### src/rtl/platform_scheduler_if.sv
// rtl/platform_scheduler_if.sv - scroll handshake and committed platform positions
interface platform_scheduler_if;
  logic       frame_start;
  logic       terminated;
  logic       scroll_req;
  logic [5:0] scroll_amt;
  logic       scroll_ack;
  logic [2:0] wrap_cnt;
  logic       busy;
  logic [9:0] p1_vpos, p2_vpos, p3_vpos, p4_vpos, p5_vpos, p6_vpos, p7_vpos;
  logic [9:0] p1_hpos, p2_hpos, p3_hpos, p4_hpos, p5_hpos, p6_hpos, p7_hpos;

  modport master (
    output frame_start, terminated, scroll_req, scroll_amt,
    input  scroll_ack, wrap_cnt, busy,
    input  p1_vpos, p2_vpos, p3_vpos, p4_vpos, p5_vpos, p6_vpos, p7_vpos,
    input  p1_hpos, p2_hpos, p3_hpos, p4_hpos, p5_hpos, p6_hpos, p7_hpos
  );

  modport slave (
    input  frame_start, terminated, scroll_req, scroll_amt,
    output scroll_ack, wrap_cnt, busy,
    output p1_vpos, p2_vpos, p3_vpos, p4_vpos, p5_vpos, p6_vpos, p7_vpos,
    output p1_hpos, p2_hpos, p3_hpos, p4_hpos, p5_hpos, p6_hpos, p7_hpos
  );
endinterface

### src/rtl/platform_scheduler.sv
// rtl/platform_scheduler.sv - frame-synchronous scroll of seven platforms
// Shadow positions are updated one per cycle in vblank, then committed at once.
module platform_scheduler #(
  parameter int          VTOP      = 31,
  parameter int          VBOT      = 511,
  parameter int          VSPAN     = 480,
  parameter int          HMIN      = 326,
  parameter logic [15:0] LFSR_SEED = 16'hACE1
) (
  input logic                  pixel_clk,
  input logic                  rst,
  platform_scheduler_if.slave  bus
);

  localparam logic [9:0] VBOT_W  = 10'(VBOT);
  localparam logic [9:0] VSPAN_W = 10'(VSPAN);
  localparam logic [9:0] HMIN_W  = 10'(HMIN);
  localparam logic [9:0] INIT_H [7] = '{10'd340, 10'd460, 10'd380, 10'd520,
                                        10'd350, 10'd440, 10'd400};

  typedef enum logic [1:0] {IDLE, WAIT_FRAME, UPDATE, COMMIT} state_t;

  state_t      state, next_state;
  logic        accept, start_upd, do_update, do_commit;
  logic [2:0]  idx;
  logic [5:0]  amt_q;
  logic [2:0]  wrap_q;
  logic [15:0] lfsr;
  logic [9:0]  shadow_v [7];
  logic [9:0]  shadow_h [7];
  logic [9:0]  out_v    [7];
  logic [9:0]  out_h    [7];
  logic [9:0]  sum;
  logic [7:0]  rnd;
  logic [9:0]  respawn_h;

  function automatic logic [9:0] init_v(input int i);
    return 10'(VTOP + 70 * i);
  endfunction

  always_ff @(posedge pixel_clk or posedge rst) begin
    if (rst) state <= IDLE;
    else     state <= next_state;
  end

  always_comb begin
    next_state = state;
    accept     = 1'b0;
    start_upd  = 1'b0;
    do_update  = 1'b0;
    do_commit  = 1'b0;
    case (state)
      IDLE: if (bus.scroll_req && !bus.terminated) begin
        accept     = 1'b1;
        next_state = WAIT_FRAME;
      end
      WAIT_FRAME: if (bus.frame_start) begin
        start_upd  = 1'b1;
        next_state = UPDATE;
      end
      UPDATE: begin
        do_update = 1'b1;
        if (idx == 3'd6) next_state = COMMIT;
      end
      COMMIT: begin
        do_commit  = 1'b1;
        next_state = IDLE;
      end
      default: next_state = IDLE;
    endcase
  end

  // Respawn columns fold 224..255 back by 32 so a 75-wide platform fits before hc 625.
  assign sum       = shadow_v[idx] + {4'd0, amt_q};
  assign rnd       = lfsr[7:0];
  assign respawn_h = HMIN_W + {2'd0, (rnd > 8'd223) ? rnd - 8'd32 : rnd};

  always_ff @(posedge pixel_clk or posedge rst) begin
    if (rst) begin
      lfsr           <= LFSR_SEED;
      idx            <= 3'd0;
      amt_q          <= 6'd0;
      wrap_q         <= 3'd0;
      bus.busy       <= 1'b0;
      bus.scroll_ack <= 1'b0;
      bus.wrap_cnt   <= 3'd0;
      for (int i = 0; i < 7; i++) begin
        shadow_v[i] <= init_v(i);
        shadow_h[i] <= INIT_H[i];
        out_v[i]    <= init_v(i);
        out_h[i]    <= INIT_H[i];
      end
    end else begin
      lfsr           <= {1'b0, lfsr[15:1]} ^ (lfsr[0] ? 16'hB400 : 16'h0000);
      bus.scroll_ack <= 1'b0;
      if (accept) begin
        amt_q    <= bus.scroll_amt;
        wrap_q   <= 3'd0;
        bus.busy <= 1'b1;
      end
      if (start_upd) idx <= 3'd0;
      if (do_update) begin
        idx <= idx + 3'd1;
        if (sum > VBOT_W) begin
          shadow_v[idx] <= sum - VSPAN_W;
          shadow_h[idx] <= respawn_h;
          wrap_q        <= wrap_q + 3'd1;
        end else begin
          shadow_v[idx] <= sum;
        end
      end
      if (do_commit) begin
        for (int i = 0; i < 7; i++) begin
          out_v[i] <= shadow_v[i];
          out_h[i] <= shadow_h[i];
        end
        bus.wrap_cnt   <= wrap_q;
        bus.scroll_ack <= 1'b1;
        bus.busy       <= 1'b0;
      end
    end
  end

  assign bus.p1_vpos = out_v[0];
  assign bus.p2_vpos = out_v[1];
  assign bus.p3_vpos = out_v[2];
  assign bus.p4_vpos = out_v[3];
  assign bus.p5_vpos = out_v[4];
  assign bus.p6_vpos = out_v[5];
  assign bus.p7_vpos = out_v[6];
  assign bus.p1_hpos = out_h[0];
  assign bus.p2_hpos = out_h[1];
  assign bus.p3_hpos = out_h[2];
  assign bus.p4_hpos = out_h[3];
  assign bus.p5_hpos = out_h[4];
  assign bus.p6_hpos = out_h[5];
  assign bus.p7_hpos = out_h[6];

endmodule

### src/flat_wrapper.sv
// flat-port wrapper written by rule: the top's interface ports become plain ports
module platform_scheduler_flat 
#(
  parameter int          VTOP      = 31,
  parameter int          VBOT      = 511,
  parameter int          VSPAN     = 480,
  parameter int          HMIN      = 326,
  parameter logic [15:0] LFSR_SEED = 16'hACE1
)
  (pixel_clk, rst, bus_frame_start, bus_terminated, bus_scroll_req, bus_scroll_amt, bus_scroll_ack, bus_wrap_cnt, bus_busy, bus_p1_vpos, bus_p2_vpos, bus_p3_vpos, bus_p4_vpos, bus_p5_vpos, bus_p6_vpos, bus_p7_vpos, bus_p1_hpos, bus_p2_hpos, bus_p3_hpos, bus_p4_hpos, bus_p5_hpos, bus_p6_hpos, bus_p7_hpos);
  platform_scheduler_if bus_i ();
  input logic pixel_clk;
  input logic rst;
  input wire logic [$bits(bus_i.frame_start)-1:0] bus_frame_start;
  input wire logic [$bits(bus_i.terminated)-1:0] bus_terminated;
  input wire logic [$bits(bus_i.scroll_req)-1:0] bus_scroll_req;
  input wire logic [$bits(bus_i.scroll_amt)-1:0] bus_scroll_amt;
  output wire logic [$bits(bus_i.scroll_ack)-1:0] bus_scroll_ack;
  output wire logic [$bits(bus_i.wrap_cnt)-1:0] bus_wrap_cnt;
  output wire logic [$bits(bus_i.busy)-1:0] bus_busy;
  output wire logic [$bits(bus_i.p1_vpos)-1:0] bus_p1_vpos;
  output wire logic [$bits(bus_i.p2_vpos)-1:0] bus_p2_vpos;
  output wire logic [$bits(bus_i.p3_vpos)-1:0] bus_p3_vpos;
  output wire logic [$bits(bus_i.p4_vpos)-1:0] bus_p4_vpos;
  output wire logic [$bits(bus_i.p5_vpos)-1:0] bus_p5_vpos;
  output wire logic [$bits(bus_i.p6_vpos)-1:0] bus_p6_vpos;
  output wire logic [$bits(bus_i.p7_vpos)-1:0] bus_p7_vpos;
  output wire logic [$bits(bus_i.p1_hpos)-1:0] bus_p1_hpos;
  output wire logic [$bits(bus_i.p2_hpos)-1:0] bus_p2_hpos;
  output wire logic [$bits(bus_i.p3_hpos)-1:0] bus_p3_hpos;
  output wire logic [$bits(bus_i.p4_hpos)-1:0] bus_p4_hpos;
  output wire logic [$bits(bus_i.p5_hpos)-1:0] bus_p5_hpos;
  output wire logic [$bits(bus_i.p6_hpos)-1:0] bus_p6_hpos;
  output wire logic [$bits(bus_i.p7_hpos)-1:0] bus_p7_hpos;
  assign bus_i.frame_start = bus_frame_start;
  assign bus_i.terminated = bus_terminated;
  assign bus_i.scroll_req = bus_scroll_req;
  assign bus_i.scroll_amt = bus_scroll_amt;
  assign bus_scroll_ack = bus_i.scroll_ack;
  assign bus_wrap_cnt = bus_i.wrap_cnt;
  assign bus_busy = bus_i.busy;
  assign bus_p1_vpos = bus_i.p1_vpos;
  assign bus_p2_vpos = bus_i.p2_vpos;
  assign bus_p3_vpos = bus_i.p3_vpos;
  assign bus_p4_vpos = bus_i.p4_vpos;
  assign bus_p5_vpos = bus_i.p5_vpos;
  assign bus_p6_vpos = bus_i.p6_vpos;
  assign bus_p7_vpos = bus_i.p7_vpos;
  assign bus_p1_hpos = bus_i.p1_hpos;
  assign bus_p2_hpos = bus_i.p2_hpos;
  assign bus_p3_hpos = bus_i.p3_hpos;
  assign bus_p4_hpos = bus_i.p4_hpos;
  assign bus_p5_hpos = bus_i.p5_hpos;
  assign bus_p6_hpos = bus_i.p6_hpos;
  assign bus_p7_hpos = bus_i.p7_hpos;
  platform_scheduler #(.VTOP(VTOP), .VBOT(VBOT), .VSPAN(VSPAN), .HMIN(HMIN), .LFSR_SEED(LFSR_SEED)) u_core (.pixel_clk(pixel_clk), .rst(rst), .bus(bus_i));
endmodule
### config.mk
export PLATFORM = sky130hd
export DESIGN_NAME = platform_scheduler_flat
export DESIGN_NICKNAME = d
export VERILOG_FILES = /design/src/rtl/platform_scheduler_if.sv /design/src/rtl/platform_scheduler.sv /design/src/flat_wrapper.sv
export SDC_FILE = /design/constraint.sdc
export NUM_CORES = 1
export LEC_CHECK = 0
export ABC_AREA = 0
export CELL_PAD_IN_SITES_DETAIL_PLACEMENT = 1
export CELL_PAD_IN_SITES_GLOBAL_PLACEMENT = 2
export CORE_AREA = 2 2 187 189
export DETAILED_ROUTE_END_ITERATION = 16
export DIE_AREA = 0 0 189 191
export PLACE_DENSITY_LB_ADDON = 0.1
export REMOVE_ABC_BUFFERS = 1
export SLEW_MARGIN = 10
export SYNTH_ARGS = -nofsm -noshare
export SYNTH_HDL_FRONTEND = slang
export SYNTH_SLANG_ARGS = --single-unit
### constraint.sdc
create_clock -name pixel_clk -period 16.3 [get_ports pixel_clk]
set_input_delay 4.075 -clock pixel_clk [delete_from_list [all_inputs] [get_ports pixel_clk]]
set_output_delay 4.075 -clock pixel_clk [all_outputs]
set_load 0.1 [all_outputs]
=== After elaboration in Yosys (flattened, before gate mapping) ===
Cells that the tools add are included.

* Output and inout port bits: 145
* Bits in registers: 315
* Input bits: 11
* Word-level logic and storage cells: 92

* Add/subtract/negate cells: 6
* Eq/ne operators: 7
* Bitwise logic cells: 2
* Mux-type cells: 29
* Reduce and logical (&&, ||, !) cells: 8
* $lt $le $gt $ge: 4

{| class="wikitable"
|+ Operator list
! operator !! number
|-
| 70-bit bitwise mux || 3
|-
| 70-bit 2-to-1 mux || 1
|-
| 10-bit binary-select mux with 3-bit select || 1
|-
| 10-bit demux with 3-bit select || 1
|-
| 10-bit 2-to-1 mux || 3
|-
| 16-bit 2-to-1 mux || 1
|-
| 15-bit by 16-bit bitwise XOR with 16-bit output || 1
|-
| 3-bit 2-to-1 mux || 5
|-
| 10-bit by 6-bit adder with 10-bit output || 1
|-
| 9-bit by 8-bit adder with 10-bit output, first input constant || 1
|-
| 10-bit by 9-bit > comparator with 1-bit output, second input constant || 1
|-
| 10-bit by 9-bit subtractor with 10-bit output, second input constant || 1
|-
| 1-bit 2-to-1 mux || 9
|-
| 8-bit > comparator, second input constant || 1
|-
| 8-bit 2-to-1 mux || 1
|-
| 2-bit case mux with 4 select lines || 1
|-
| 8-bit by 6-bit subtractor with 8-bit output, second input constant || 1
|-
| 3-bit by 1-bit adder with 3-bit output, second input constant || 2
|-
| 2-bit 2-to-1 mux || 3
|-
| 2-bit equality test, second input constant || 2
|-
| 4-bit greater-or-equal comparator, second input constant || 1
|-
| 4-bit by 1-bit < comparator with 1-bit output, second input constant || 1
|-
| 2-bit by 1-bit != test with 1-bit output, second input constant || 2
|-
| 3-bit inverter with 4-bit output || 1
|-
| other kinds (9) || 11
|}

=== Depth between registers and ports, before layout ===
Gate-level depths: netlist of run 1.

* Depth in word-level cells: 8
* Gate-level depth with buffers: 18

=== Least setup slack after synthesis of run 1 ===
Ideal clock, no wire load.

* Path kind: register to output
* Start point: reg u_core.bus.busy
* End point: out bus_busy
* Stages on the path, launching flop included: 1
* Slack: 11.328 ns
* Arrival: 0.897 ns
* Data required time: 12.225 ns
* Cells stage by stage: dfrtp_1

{| class="wikitable"
|+ RTL lines
! item !! RTL line !! RTL
|-
| start, declared || platform_scheduler_if.sv:22 || <nowiki>output scroll_ack, wrap_cnt, busy,</nowiki>
|-
| start signal, assigned || platform_scheduler.sv:84 || <nowiki>bus.busy <= 1'b0;</nowiki>
|-
| start signal, assigned || platform_scheduler.sv:99 || <nowiki>bus.busy <= 1'b1;</nowiki>
|-
| start signal, assigned || platform_scheduler.sv:119 || <nowiki>bus.busy <= 1'b0;</nowiki>
|-
| end, declared || flat_wrapper.sv:20 || <nowiki>output wire logic [$bits(bus_i.busy)-1:0] bus_busy;</nowiki>
|}

No word-level cell between the ends.

=== Final worst setup path of run 1 ===
* Start point: reg u_core.out_v, in the netlist u_core.bus.p5_vpos[8]
* End point: out bus_p5_vpos[8]

{| class="wikitable"
|+ RTL lines
! item !! RTL line !! RTL
|-
| start, declared || platform_scheduler.sv:31 || <nowiki>logic [9:0] out_v [7];</nowiki>
|-
| start signal, assigned by index || platform_scheduler.sv:90 || <nowiki>out_v[i] <= init_v(i);</nowiki>
|-
| start signal, assigned by index || platform_scheduler.sv:114 || <nowiki>out_v[i] <= shadow_v[i];</nowiki>
|-
| end, declared || flat_wrapper.sv:25 || <nowiki>output wire logic [$bits(bus_i.p5_vpos)-1:0] bus_p5_vpos;</nowiki>
|}

No word-level cell between the ends.

==> results of run 1 <==
## per-layer routing
layer | share of wire [%] | track usage [%]
met5 | 0 | 0
met4 | 1.7 | 4.30
met3 | 4.9 | 4.11
met2 | 49 | 31.5
met1 | 45 | 24.8
## final cells by class
| class | instances | area, um^2 |
|---|---|---|
| clock buffers | 64 | 1150 |
| clock inverters | 4 | 23.8 |
| fillers | 3455 | 17800 |
| inverters | 14 | 60.1 |
| multi-input cells | 601 | 4830 |
| flip-flops and latches | 315 | 8060 |
| well taps | 455 | 569 |
| repair buffers | 168 | 1660 |
## logic make-up (layout without fill, tap and decap cells)
| family | count (synthesis) | in the layout |
|---|---|---|
| multiplexers | 236 | 236 |
| adder cells (fa/ha/maj) | 17 | 17 |
| AO/OA/AOI/OAI | 146 | 146 |
| flip-flops | 315 | 315 |
| XOR/XNOR | 17 | 17 |
| buffers and inverters | 62 | 250 |
| AND/OR/NAND/NOR | 185 | 185 |
## cell usage in the layout, fill, tap and decap left out, types with 12 or more instances in the layout
| cell type | synthesis | routed |
|---|---|---|
| mux2_2 | 212 | 212 |
| dfrtp_1 | 171 | 171 |
| clkdlybuf4s50_1 | 0 | 155 |
| dfstp_2 | 144 | 144 |
| nand2_1 | 110 | 110 |
| o21ai_0 | 80 | 80 |
| clkbuf_16 | 0 | 39 |
| a21oi_1 | 25 | 25 |
| nor2_1 | 21 | 21 |
| clkbuf_1 | 36 | 17 |
| mux2i_1 | 16 | 16 |
| nand3_1 | 15 | 15 |
| ha_1 | 16 | 15 |
| inv_1 | 14 | 13 |
| buf_4 | 1 | 12 |
## Yosys cell counts (14+ instances only)
cell type	n	share of area, %
a21oi_1	25	0.95
clkbuf_1	36	1.0
dfrtp_1	171	33
dfstp_2	144	29
ha_1	16	1.5
inv_1	14	0.40
mux2_2	212	18
mux2i_1	16	1.2
nand2_1	110	3.1
nand3_1	15	0.57
nor2_1	21	0.60
o21ai_0	80	3.0
## per-stage QoR
step	instance area (um^2)	setup slack [ps]	std cells	hold slack (ps)
detailed placement	15200	10000	1553	341
floorplan	12900	3750	930	331
global route	16400	9920	1621	359
CTS	16400	9950	1621	356
global placement	15200	9990	1553	339
finish	16400	9990	1621	359
## final timing paths
| kind | to | cells after the start | from |
|---|---|---|---|
| setup / recovery | bus_p5_vpos[8] | 1 | u_core.bus.p5_vpos[8]$_DFFE_PP1P_ |
| hold / removal | u_core.lfsr[11]$_DFF_PP1_ | 0 | u_core.lfsr[12]$_DFF_PP0_ |
| setup reg to reg | u_core.shadow_h[40]$_DFFE_PP0P_ | 12 | u_core.idx[1]$_DFFE_PP0P_ |
| hold reg to reg | u_core.lfsr[11]$_DFF_PP1_ | 0 | u_core.lfsr[12]$_DFF_PP0_ |
| max in group asynchronous | u_core.shadow_v[58]$_DFFE_PP0P_ | 3 | rst |
| min in group asynchronous | u_core.bus.p1_hpos[0]$_DFFE_PP0P_ | 2 | rst |
==> results by group, run 1 <==
Status
  – Outcome: finished clean

GRT
  – Total gr overflow: 0
  – Pin count of the biggest net entering global routing: 179
  – Overall Global Routing Usage: 18.7%
  – Number of global-route vias before repair: 8860
  – Initial antenna violation count: 0
  – Global-route wire length before repair: 52600 um

Routing
  – Routed wire length per instance: 20.2 um
  – Post-route ant nets: 0
  – Initial drt markers: 328
  – DR vias/cell: 5.09
  – DRC errors left: 0
  – Drt pass-1 iters: 4
  – Total number of vias: 8251
  – Post-Route WL: 32800 um

Cells and area
  – Nets@finish: 1165
  – Ant. Diodes: 0
  – Util after Layout: 47.9%
  – Area growth from synthesis to layout: 24.4%
  – Share of layout cells above drive strength 1: 38.1%

Timing
  – RSZ-0062 raised after global routing: no
  – Slew Limit Fails: 0
  – Setup TNS: 0 ps
  – Clock Skew: 14.1 ps
  – Max Clk Rate: 0.159 GHz
  – Crit path time final: 6310 ps
  – Final worst-path cycle share: 38.7%
  – Rel. slew slack: 29.5%
  – Worst Tran Pin Value: 1060 ps
  – Final hold vios: 0
  – # setup viols final: 0

Yosys
  – Mux contribution to synthesized area: 20.5%
  – XOR/XNOR share of the synthesized area: 1.47%
  – Synth warnings: 0
  – Post-synth ARST share: 100%
  – EDFF count, synth: 0
  – Seq cells post-synth: 315
  – Post-Synth Adder-Cell Area: 1.67%
  – Syn Inst Count: 978
  – Synth Area per Inst: 13.4 um^2
  – Sequential cell area fraction in the yosys report: 61.3%
  – Yosys cell types: 60
  – Top FF cell, synth: dfrtp_1
  – Compound-Gate Fraction of Synth Area: 6.66%
  – Largest family of logic cells by synthesized area: multiplexers
  – Mapped Area: 13100 um^2
  – Post-synthesis simple-gate area fraction: 6.33%

Floorplan
  – Rows: 68
  – # IOs: 156
  – Full die area: 36100 um^2
  – Die Y: 191 um
  – Chip Width: 189 um
  – Initial Util: 38.5%
  – Core area: 34100 um^2

Placement
  – Post-DP HPWL: 21000 um
  – # port buffers: 155
  – Gpl congestion: 0.773

CTS
  – Clock Tree Root: clkbuf_16
  – Reg clk slew, reported paths: 60 ps
  – Max clock buf depth: 3
  – Cts hold-fix bufs: 0
  – # H-tree levels: 2
  – Clock sinks: 315
  – CTS tree: built
  – Later-pin clock latency in the skew report: 520 ps
  – CTS resizes: 0
  – Setup Buffers After CTS: 0
  – CTS Buf Count: 37

Worst setup path
  – Startpoint Class: register
  – Critical path buffer and inverter count: 1
  – CP required: 12230 ps
  – Worst path top cell family by delay: buffers and inverters
  – Worst-path fanout max: 2
  – Crit. End Element: primary output
  – FF-to-FF setup slack: 11540 ps
  – Crit-path max cell delay: 1180 ps
  – Crit path arrival time: 2230 ps
  – Worst-path cell chain: clkdlybuf4s50_1
  – WS Path Type: reg2out
  – Critical path's slowest cell: clkdlybuf4s50_1

Min path
  – Hold crit path type: reg2reg

Flow run
  – Max cap viols: 0
Power of run 1 is left out: the tool's default activity adds up to more than one toggle a clock period on the data nets, which glitch-free logic cannot reach.
==> run 2, diff against run 1 <==
Settings changed: CORE_AREA 2 2 187 189 to 2 2 197 199, DIE_AREA 0 0 189 191 to 0 0 199 201.
Clock period 16.3 ns to 5.13 ns, I/O delays scaled along.
==> results by group, run 2 (synthesis gave the netlist of run 1 again) <==
Status
  – Outcome: finished clean

Timing
  – WHS: 348 ps (-10.1 ps)
  – Worst Tran Pin Value: 1170 ps (+116 ps)
  – Clock Skew: 24.8 ps (+10.7 ps)
  – RSZ-0062 raised after global routing: no
  – Final setup margin: 656 ps (-9340 ps)
  – Setup TNS: 0 ps (unchanged)
  – Rel. slew slack: 21.8% (-7.7 points)
  – Slew Limit Fails: 0 (unchanged)
  – Final hold vios: 0 (unchanged)
  – Max Clk Rate: 0.224 GHz
  – Crit path time final: 4470 ps
  – Final worst-path cycle share: 87.2%
  – # setup viols final: 0 (unchanged)

Cells and area
  – Final Instance Count excl. Fillers: 1694 (+4.5%)
  – Commonest non-fill, non-tap cell in the layout: mux2_2
  – Nets@finish: 1174 (+0.77%)
  – Commonest cells after routing, fill and taps aside: mux2_2, dfrtp_1, clkdlybuf4s50_1, dfstp_2, nand2_1
  – Area growth from synthesis to layout: 26.5%
  – Share of layout cells above drive strength 1: 39.0% (+0.95 points)
  – Ant. Diodes: 0 (unchanged)

Placement
  – Setup Slack @ Placement: 626 ps (-9380 ps)
  – Post-DP HPWL: 22600 um (+7.8%)
  – Placed Cells incl. Taps: 1624 (+4.6%)
  – # port buffers: 155 (unchanged)
  – Gpl congestion: 0.769 (-0.48%)

Routing
  – Drt pass-1 iters: 4 (unchanged)
  – Post-Route WL: 34400 um (+4.9%)
  – Total number of vias: 8272 (+0.25%)
  – Post-route ant nets: 0 (unchanged)
  – Routed wire length per instance: 20.3 um (+0.39%)
  – DR vias/cell: 4.88 (-4.1%)
  – DRC errors left: 0 (unchanged)
  – Initial drt markers: 233 (-29%)

Worst setup path
  – Worst-path fanout max: 14 (+12)
  – Startpoint Class: register
  – Crit. End Element: register
  – Crit path arrival time: 4860 ps (+2630 ps)
  – CP required: 5520 ps (-6710 ps)
  – WS Path Type: reg2reg

Min path
  – Hold crit path type: reg2reg

GRT
  – Total gr overflow: 0 (unchanged)
  – Global-route wire length before repair: 55200 um (+5.0%)
  – Number of global-route vias before repair: 9053 (+2.2%)
  – Overall Global Routing Usage: 18.0% (-0.76 points)
  – Initial antenna violation count: 0 (unchanged)
  – Pin count of the biggest net entering global routing: 107 (-40%)

CTS
  – CTS Buf Count: 38 (+2.7%)
  – Clock sinks: 315 (unchanged)
  – Setup Buffers After CTS: 0 (unchanged)
  – Max clock buf depth: 3 (unchanged)
  – Reg clk slew, reported paths: 60 ps (about the same)
  – Later-pin clock latency in the skew report: 540 ps (+20 ps)
  – Clock Tree Root: clkbuf_16
  – CTS resizes: 0 (unchanged)
  – CTS tree: built
  – # H-tree levels: 2 (unchanged)
  – Cts hold-fix bufs: 0 (unchanged)

Floorplan
  – Full die area: 40000 um^2 (+11%)
  – Initial Util: 34.5% (-4.0 points)
  – Die Y: 201 um (+5.2%)
  – # IOs: 156 (unchanged)
  – Chip Width: 199 um (+5.3%)
  – Rows: 72 (+5.9%)
  – Core area: 38100 um^2 (+12%)

Flow run
  – Max cap viols: 0 (unchanged)
## run 2: routing by layer
metal / vias to the layer above / wire length (um) / global-route usage, %
met2: 131 / 16400 / 29.2
li1: 3808 / - / -
met3: 43 / 1360 / 3.39
met5: - / 0 / 0
met1: 4290 / 16100 / 24.9
met4: 0 / 549 / 4.08
## run 2: layout make-up
cell class | count | area (um^2)
multi-input cells | 601 | 4830
well taps | 518 | 648
repair buffers | 176 | 1750
flip-flops and latches | 315 | 8060
fillers | 3929 | 21500
clock inverters | 12 | 173
inverters | 14 | 60.1
clock buffers | 58 | 1120
## run 2: critical path, cell delays in order, from the launching register on
cell and delay [ps]:
dfrtp_1 840, mux4_2 590, nand2_1 90, o21ai_0 90, ha_1 260, fa_1 440, a211o_1 320, o211ai_1 120
a21oi_1 220, xnor2_1 200, ha_1 340, mux2i_1 140, nor2_1 60, a221oi_2 410, o21ai_0 200
## run 2: worst paths after layout
check                                          start                           endpoint  slack, ps  cells past startpoint
max                        u_core.idx[2]$_DFFE_PP0P_    u_core.shadow_v[26]$_DFFE_PP0P_        660                     14
min                        u_core.lfsr[12]$_DFF_PP0_          u_core.lfsr[11]$_DFF_PP1_        350                      0
max reg2reg                u_core.idx[2]$_DFFE_PP0P_    u_core.shadow_v[26]$_DFFE_PP0P_        660                     14
min reg2reg                u_core.lfsr[12]$_DFF_PP0_          u_core.lfsr[11]$_DFF_PP1_        350                      0
max in group asynchronous                        rst           u_core.lfsr[6]$_DFF_PP1_       2750                      3
min in group asynchronous                        rst  u_core.bus.p5_hpos[5]$_DFFE_PP0P_       1260                      2
## run 2: stage by stage
step	util, %	instance area [um^2]
final	43.7	16600
after global routing	43.7	16600
after CTS	43.7	16600
after detailed placement	40.3	15300
after global placement	40.3	15300
after floorplan	-	12900
Power of run 2 is left out for the same reason.
==> run 3, diff against run 2 <==
Settings changed: SLEW_MARGIN 10 to unset.
==> results of run 3 <==
No change in the layout: final DEF, timing and power equal those of run 2.
Power of run 3 is left out for the same reason.
